$ cat config.mk
export PLATFORM = sky130hd
export DESIGN_NAME = linear_diffusion_iter
export DESIGN_NICKNAME = d
export VERILOG_FILES = /design/src/rtl/linear_diffusion_iter.sv
export SDC_FILE = /design/constraint.sdc
export NUM_CORES = 1
export LEC_CHECK = 0
export ABC_CLOCK_PERIOD_IN_PS = 16600
export CORE_AREA = 2 2 250 252
export DETAILED_ROUTE_END_ITERATION = 7
export DIE_AREA = 0 0 252 254
export HOLD_SLACK_MARGIN = 0.12
export PLACE_DENSITY = 0.7
export RECOVER_POWER = 25
export SLEW_MARGIN = 10
export SYNTH_ARGS = -nofsm -noshare
export SYNTH_HDL_FRONTEND = slang
export SYNTH_SLANG_ARGS = --single-unit
export TNS_END_PERCENT = 1
$ cat constraint.sdc
create_clock -name clock_i -period 16.6 [get_ports clock_i]
set_input_delay 2.49 -clock clock_i [delete_from_list [all_inputs] [get_ports clock_i]]
set_output_delay 2.49 -clock clock_i [all_outputs]
set_load 0.05 [all_outputs]
$ cat src/rtl/linear_diffusion_iter.sv
// linear_diffusion_iter: iterative Ascon linear layer, LANES words diffused per cycle; define LINEAR_DIFFUSION_BYPASS_EN to add bypass_i
module linear_diffusion_iter #(
  parameter int LANES = 5
) (
  input  logic            clock_i,
  input  logic            reset_i,
  input  logic            valid_i,
  output logic            ready_o,
  input  logic [4:0][63:0] state_i,
  output logic            valid_o,
  input  logic            ready_i,
  output logic [4:0][63:0] state_o
`ifdef LINEAR_DIFFUSION_BYPASS_EN
  ,
  input  logic            bypass_i
`endif
);
  generate
    if (LANES < 1 || LANES > 5) begin : gBadLanes
      $error("linear_diffusion_iter: LANES must be in 1..5");
    end
  endgenerate
  typedef enum logic [1:0] {IDLE, BUSY, DONE} fsmState;
  localparam logic [2:0] STEP = 3'(LANES);
  localparam int R1 [5] = '{19, 61, 1, 10, 7};
  localparam int R2 [5] = '{28, 39, 6, 17, 41};
  fsmState fsm, fsmNext;
  logic [2:0] idx;
  logic [4:0][63:0] work, workNext;
  logic lastPass, bypass;
  function automatic logic [63:0] ror(input logic [63:0] x, input int r);
    return (x >> r) | (x << (64 - r));
  endfunction
  assign lastPass = int'(idx) + LANES >= 5;
`ifdef LINEAR_DIFFUSION_BYPASS_EN
  // bypass request is latched alongside the captured state
  always_ff @(posedge clock_i or posedge reset_i)
    if (reset_i) bypass <= 1'b0;
    else if (fsm == IDLE && valid_i) bypass <= bypass_i;
`else
  assign bypass = 1'b0;
`endif
  // diffuse only the words in the current lane window; all others hold
  always_comb begin
    workNext = work;
    for (int w = 0; w < 5; w++)
      workNext[w] = (!bypass && w >= int'(idx) && w < int'(idx) + LANES)
                    ? work[w] ^ ror(work[w], R1[w]) ^ ror(work[w], R2[w]) : work[w];
  end
  // state register
  always_ff @(posedge clock_i or posedge reset_i)
    if (reset_i) fsm <= IDLE;
    else fsm <= fsmNext;
  // next-state logic
  always_comb begin
    fsmNext = fsm;
    case (fsm)
      IDLE: fsmNext = valid_i ? BUSY : IDLE;
      BUSY: fsmNext = lastPass ? DONE : BUSY;
      DONE: fsmNext = ready_i ? IDLE : DONE;
      default: fsmNext = IDLE;
    endcase
  end
  // working register: capture in IDLE, advance one lane window per BUSY cycle
  always_ff @(posedge clock_i or posedge reset_i)
    if (reset_i) begin
      work <= '0;
      idx <= '0;
    end else if (fsm == IDLE && valid_i) begin
      work <= state_i;
      idx <= '0;
    end else if (fsm == BUSY) begin
      work <= workNext;
      idx <= idx + STEP;
    end
  // handshake outputs decoded from the FSM state
  always_comb begin
    ready_o = fsm == IDLE;
    valid_o = fsm == DONE;
    state_o = work;
  end
endmodule
==> impl_table.tex <==
\begin{tabular}{lr}
\hline
Metric & Value \\
\hline
\multicolumn{2}{l}{\textbf{Timing}} \\
\quad Shortest clock period the worst path allows after layout & 8.29 ns \\
\quad Setup\_tns & 0 ns \\
\quad RSZ-0062 raised after global routing & false \\
\quad Slew HR & -197\% \\
\quad Period Utilization, post-route & roughly 50\% \\
\quad Hold WS & 0.625 ns \\
\quad Achievable Freq & between 100 and 150 MHz \\
\quad Number of failing setup endpoints in the final timing report & 0 \\
\quad Number of max-slew violations in the final report & around 350 \\
\quad Final Hold Fails & 0 \\
\quad Actual slew at the worst max-slew pin & around 4.4 ns \\
\quad Worst Skew & 0.0129 ns \\
\multicolumn{2}{l}{\textbf{Logic synthesis}} \\
\quad Yosys Warn Count & 0 \\
\quad Post-Synthesis Cells & between 2000 and 2500 \\
\quad Largest cells by area after synthesis & sky130\_fd\_sc\_hd\_\_dfrtp\_1, sky130\_fd\_sc\_hd\_\_xnor2\_1, sky130\_fd\_sc\_hd\_\_nand2\_1, sky130\_fd\_sc\_hd\_\_xor2\_1, sky130\_fd\_sc\_hd\_\_nand3\_1 \\
\quad Top cells by count, synth & sky130\_fd\_sc\_hd\_\_nand2\_1, sky130\_fd\_sc\_hd\_\_dfrtp\_1, sky130\_fd\_sc\_hd\_\_xnor2\_1 \\
\quad Post-synth top area share & between 30\% and 40\% \\
\quad Leading register cell type out of synthesis & sky130\_fd\_sc\_hd\_\_dfrtp\_1 \\
\quad EDFF count, synth & 0 \\
\quad Post-synth cell types & 38 \\
\quad Synthesized netlist net count & about 2600 \\
\quad Async set-or-reset flop fraction in the synthesized netlist & 100\% \\
\quad Cell taking the most area after synthesis & sky130\_fd\_sc\_hd\_\_dfrtp\_1 \\
\quad Mapped Avg Cell Area & 8.82 um\^{}2 \\
\quad Most frequent cell after synthesis & sky130\_fd\_sc\_hd\_\_nand2\_1 \\
\quad Yosys reg bits & 325 \\
\quad Post-synthesis sequential area ratio & approximately two fifths \\
\quad Cell area after technology mapping & $\sim$20000 um\^{}2 \\
\multicolumn{2}{l}{\textbf{Setup path}} \\
\quad Data arrival time of the critical path & between 8 and 9 ns \\
\quad Sequence of cells on the critical path & dlygate4sd3\_1 -> clkinvlp\_2 -> clkbuf\_1 -> buf\_4 \\
\quad Worst-path fanout max & about 90 \\
\quad Worst path required time & between 15 and 20 ns \\
\quad Setup crit end kind & asynchronous set/reset pin \\
\quad Top Family by Delay on Critical Path & buffers and inverters \\
\quad Biggest cell delay along the critical path & about 2.4 ns \\
\quad Cell with the largest stage delay on the worst path & sky130\_fd\_sc\_hd\_\_clkinvlp\_2 \\
\quad Buffering stage count on the worst path with inverters included & 4 \\
\quad Category of the worst setup path launch point & input pin \\
\quad Critical Setup Path Class & in -> async \\
\multicolumn{2}{l}{\textbf{Die}} \\
\quad Row count & slightly above 90 \\
\quad Width of the chip & about 250 um \\
\quad Die Footprint & $\sim$64000 um\^{}2 \\
\quad Top-Level Pins & between 600 and 700 \\
\quad Die Y & 254 um \\
\quad Core region area & 61300 um\^{}2 \\
\quad Initial cell density of the core & between 30\% and 40\% \\
\multicolumn{2}{l}{\textbf{Power}} \\
\quad Power density cells & between 200 and 300 nW/um\^{}2 \\
\quad Peak supply drop & 0.200 mV \\
\quad Leakage power & 11.2 nW \\
\multicolumn{2}{l}{\textbf{Drt}} \\
\quad Avg Vias per Cell & around 5.3 \\
\quad Remaining DRCs & 0 \\
\quad First-pass DRT Iterations & 5 \\
\quad Routed wire per std cell & around 21 um \\
\quad Via count of the routed design & $\sim$20000 \\
\quad First-iteration detailed-routing DRC count & between 1000 and 1500 \\
\quad Routed wire length & $\sim$76 mm \\
\quad Antenna-violating nets left & 0 \\
\multicolumn{2}{l}{\textbf{Global routing}} \\
\quad Initial antenna violation count & 12 \\
\quad First-pass GRT wire length & $\sim$110 mm \\
\quad Aggregate global routing overflow & 0 \\
\quad Number of global-route vias before repair & $\sim$19000 \\
\quad Maximum number of pins on one net before global-route repair & between 100 and 150 \\
\quad Total routing resource utilization after global routing & a little under a quarter \\
\multicolumn{2}{l}{\textbf{Clock tree}} \\
\quad Clock root cell & sky130\_fd\_sc\_hd\_\_clkbuf\_16 \\
\quad Clock transition time at the flip-flop clock pins of the worst setup and hold paths & about 0.05 ns \\
\quad Maximum clock insertion buffer count & 3 \\
\quad Worst-skew pair later-pin latency & 0.55 ns \\
\quad CTS Buf Count & 40 \\
\quad Post-cts sizing count & 0 \\
\quad Count of hold-fix buffers inserted at cts & 0 \\
\quad Clock net sink count & roughly 330 \\
\quad Post-CTS Setup Inserts & 0 \\
\quad CTS tree & built \\
\quad H-Tree Level Count & 2 \\
\multicolumn{2}{l}{\textbf{Run}} \\
\quad Number of maximum-capacitance constraint violations & 5 \\
\multicolumn{2}{l}{\textbf{Layout}} \\
\quad Net count, final & between 3000 and 4000 \\
\quad Final Instance Area & approximately 29000 um\^{}2 \\
\quad Area Overhead vs Synth & 40.0\% \\
\quad Filler cell count & $\sim$5800 \\
\quad Share of cells above drive strength 1 & under 10\% \\
\quad Filler-free cell count of the finished design & 3687 \\
\multicolumn{2}{l}{\textbf{Placement}} \\
\quad Final Wtd Congestion & between 0.8 and 0.9 \\
\quad Area post-placement & 27400 um\^{}2 \\
\quad Buffers added on ports & approximately 650 \\
\quad Number of placed instances with taps included & between 3000 and 4000 \\
\quad DPL Wire Length & around 55 mm \\
\multicolumn{2}{l}{\textbf{Worst hold path}} \\
\quad Type of the worst min-delay path & reg -> reg \\
\multicolumn{2}{l}{\textbf{Outcome}} \\
\quad Result of the run & finished with violations \\
\quad Failing checks & max-capacitance violations, max-slew violations \\
\hline
\end{tabular}
==> power breakdown <==
| part | internal, mW | total [mW] | switching, mW |
|---|---|---|---|
| logic | 1.75 | 4.59 | 2.84 |
| clock network | 0.503 | 0.863 | 0.359 |
| registers | 1.21 | 2.03 | 0.822 |
| total | 3.46 | 7.48 | 4.02 |
==> area by class of cell <==
type | count | area, um^2 | share of cell area (%)
inverter | 4 | 16.3 | 0.0568
clock inverter | 7 | 71.3 | 0.249
sequential | 325 | 8130 | 28.4
tap | 790 | 988 | 3.45
clock buffer | 60 | 1180 | 4.12
antenna | 8 | 20.0 | 0.0699
timing repair buffer | 667 | 6610 | 23.1
multi-input combinational | 1826 | 11600 | 40.6
==> worst min-delay path, stage by stage (launching register included) <==
cell and delay (ns):
sky130_fd_sc_hd__dfrtp_1 0.43, sky130_fd_sc_hd__nand2_1 0.08, sky130_fd_sc_hd__a31oi_1 0.07
==> metal layers <==
metal	vias to the layer above	wire length, um	track usage [%]
met5	-	90	0
met4	12	2750	8.50
met3	148	6220	6.24
met2	724	35900	37.9
met1	9403	30800	27.9
li1	9214	-	-
==> state kept, by name, summed over array words and instances (netlist names) <==
register	cells
state_o	320
fsm	2
idx	3
==> final timing paths <==
path,startpoint,end,slack [ns],cells after the start
worst max-delay path,reset_i,state_o[11],8.31,4
worst min-delay path,state_o[266],state_o[266],0.62,2
worst max register to register,fsm[0],state_o[312],11.11,7
worst min register to register,state_o[266],state_o[266],0.62,2
max in group clock_i,valid_i,state_o[312],9.10,8
min in group asynchronous,reset_i,state_o[198],3.72,2
==> per-stage QoR <==
step	power, mW	worst slack, ns	utilization (%)
floorplan	5.05	5.11	-
global placement	6.55	10.53	44.7
detailed placement	6.61	10.41	44.7
CTS	7.50	10.98	46.8
global route	7.91	7.20	46.7
finish	7.48	8.31	46.7
==> logic make-up (layout without fill, tap and decap cells) <==
| logic type | Yosys count | in the layout | synth area share, % |
|---|---|---|---|
| flip-flops | 325 | 325 | 39.8 |
| adder cells (fa/ha/maj) | 5 | 5 | 0.306 |
| AND/OR/NAND/NOR | 976 | 976 | 23.2 |
| other | 0 | 8 | 0 |
| buffers and inverters | 167 | 738 | 3.72 |
| XOR/XNOR | 448 | 448 | 19.2 |
| AO/OA/AOI/OAI | 332 | 332 | 10.6 |
| multiplexers | 65 | 65 | 3.18 |
==> cells in the final DEF, fill, tap and decap left out, types with 2 or more instances in the layout <==
cell	netlist	routed
sky130_fd_sc_hd__a31oi_1	64	64
sky130_fd_sc_hd__and2_0	2	2
sky130_fd_sc_hd__and2_1	63	63
sky130_fd_sc_hd__and4_1	64	64
sky130_fd_sc_hd__buf_4	3	18
sky130_fd_sc_hd__clkbuf_1	89	16
sky130_fd_sc_hd__clkbuf_16	0	42
sky130_fd_sc_hd__clkbuf_8	0	6
sky130_fd_sc_hd__clkdlybuf4s50_1	0	642
sky130_fd_sc_hd__clkinv_2	0	5
sky130_fd_sc_hd__dfrtp_1	325	325
sky130_fd_sc_hd__diode_2	0	8
sky130_fd_sc_hd__dlygate4sd3_1	0	3
sky130_fd_sc_hd__ha_1	5	4
sky130_fd_sc_hd__inv_1	4	2
sky130_fd_sc_hd__mux2i_1	65	65
sky130_fd_sc_hd__nand2_1	450	450
sky130_fd_sc_hd__nand3_1	192	192
sky130_fd_sc_hd__nand3b_1	2	2
sky130_fd_sc_hd__nor2_1	4	4
sky130_fd_sc_hd__nor3_1	129	129
sky130_fd_sc_hd__o2111ai_1	64	64
sky130_fd_sc_hd__o211ai_1	64	64
sky130_fd_sc_hd__o21ai_0	131	131
sky130_fd_sc_hd__or3_1	65	65
sky130_fd_sc_hd__xnor2_1	256	256
sky130_fd_sc_hd__xor2_1	192	192
Note: power is estimated with default switching activity, not from simulation.
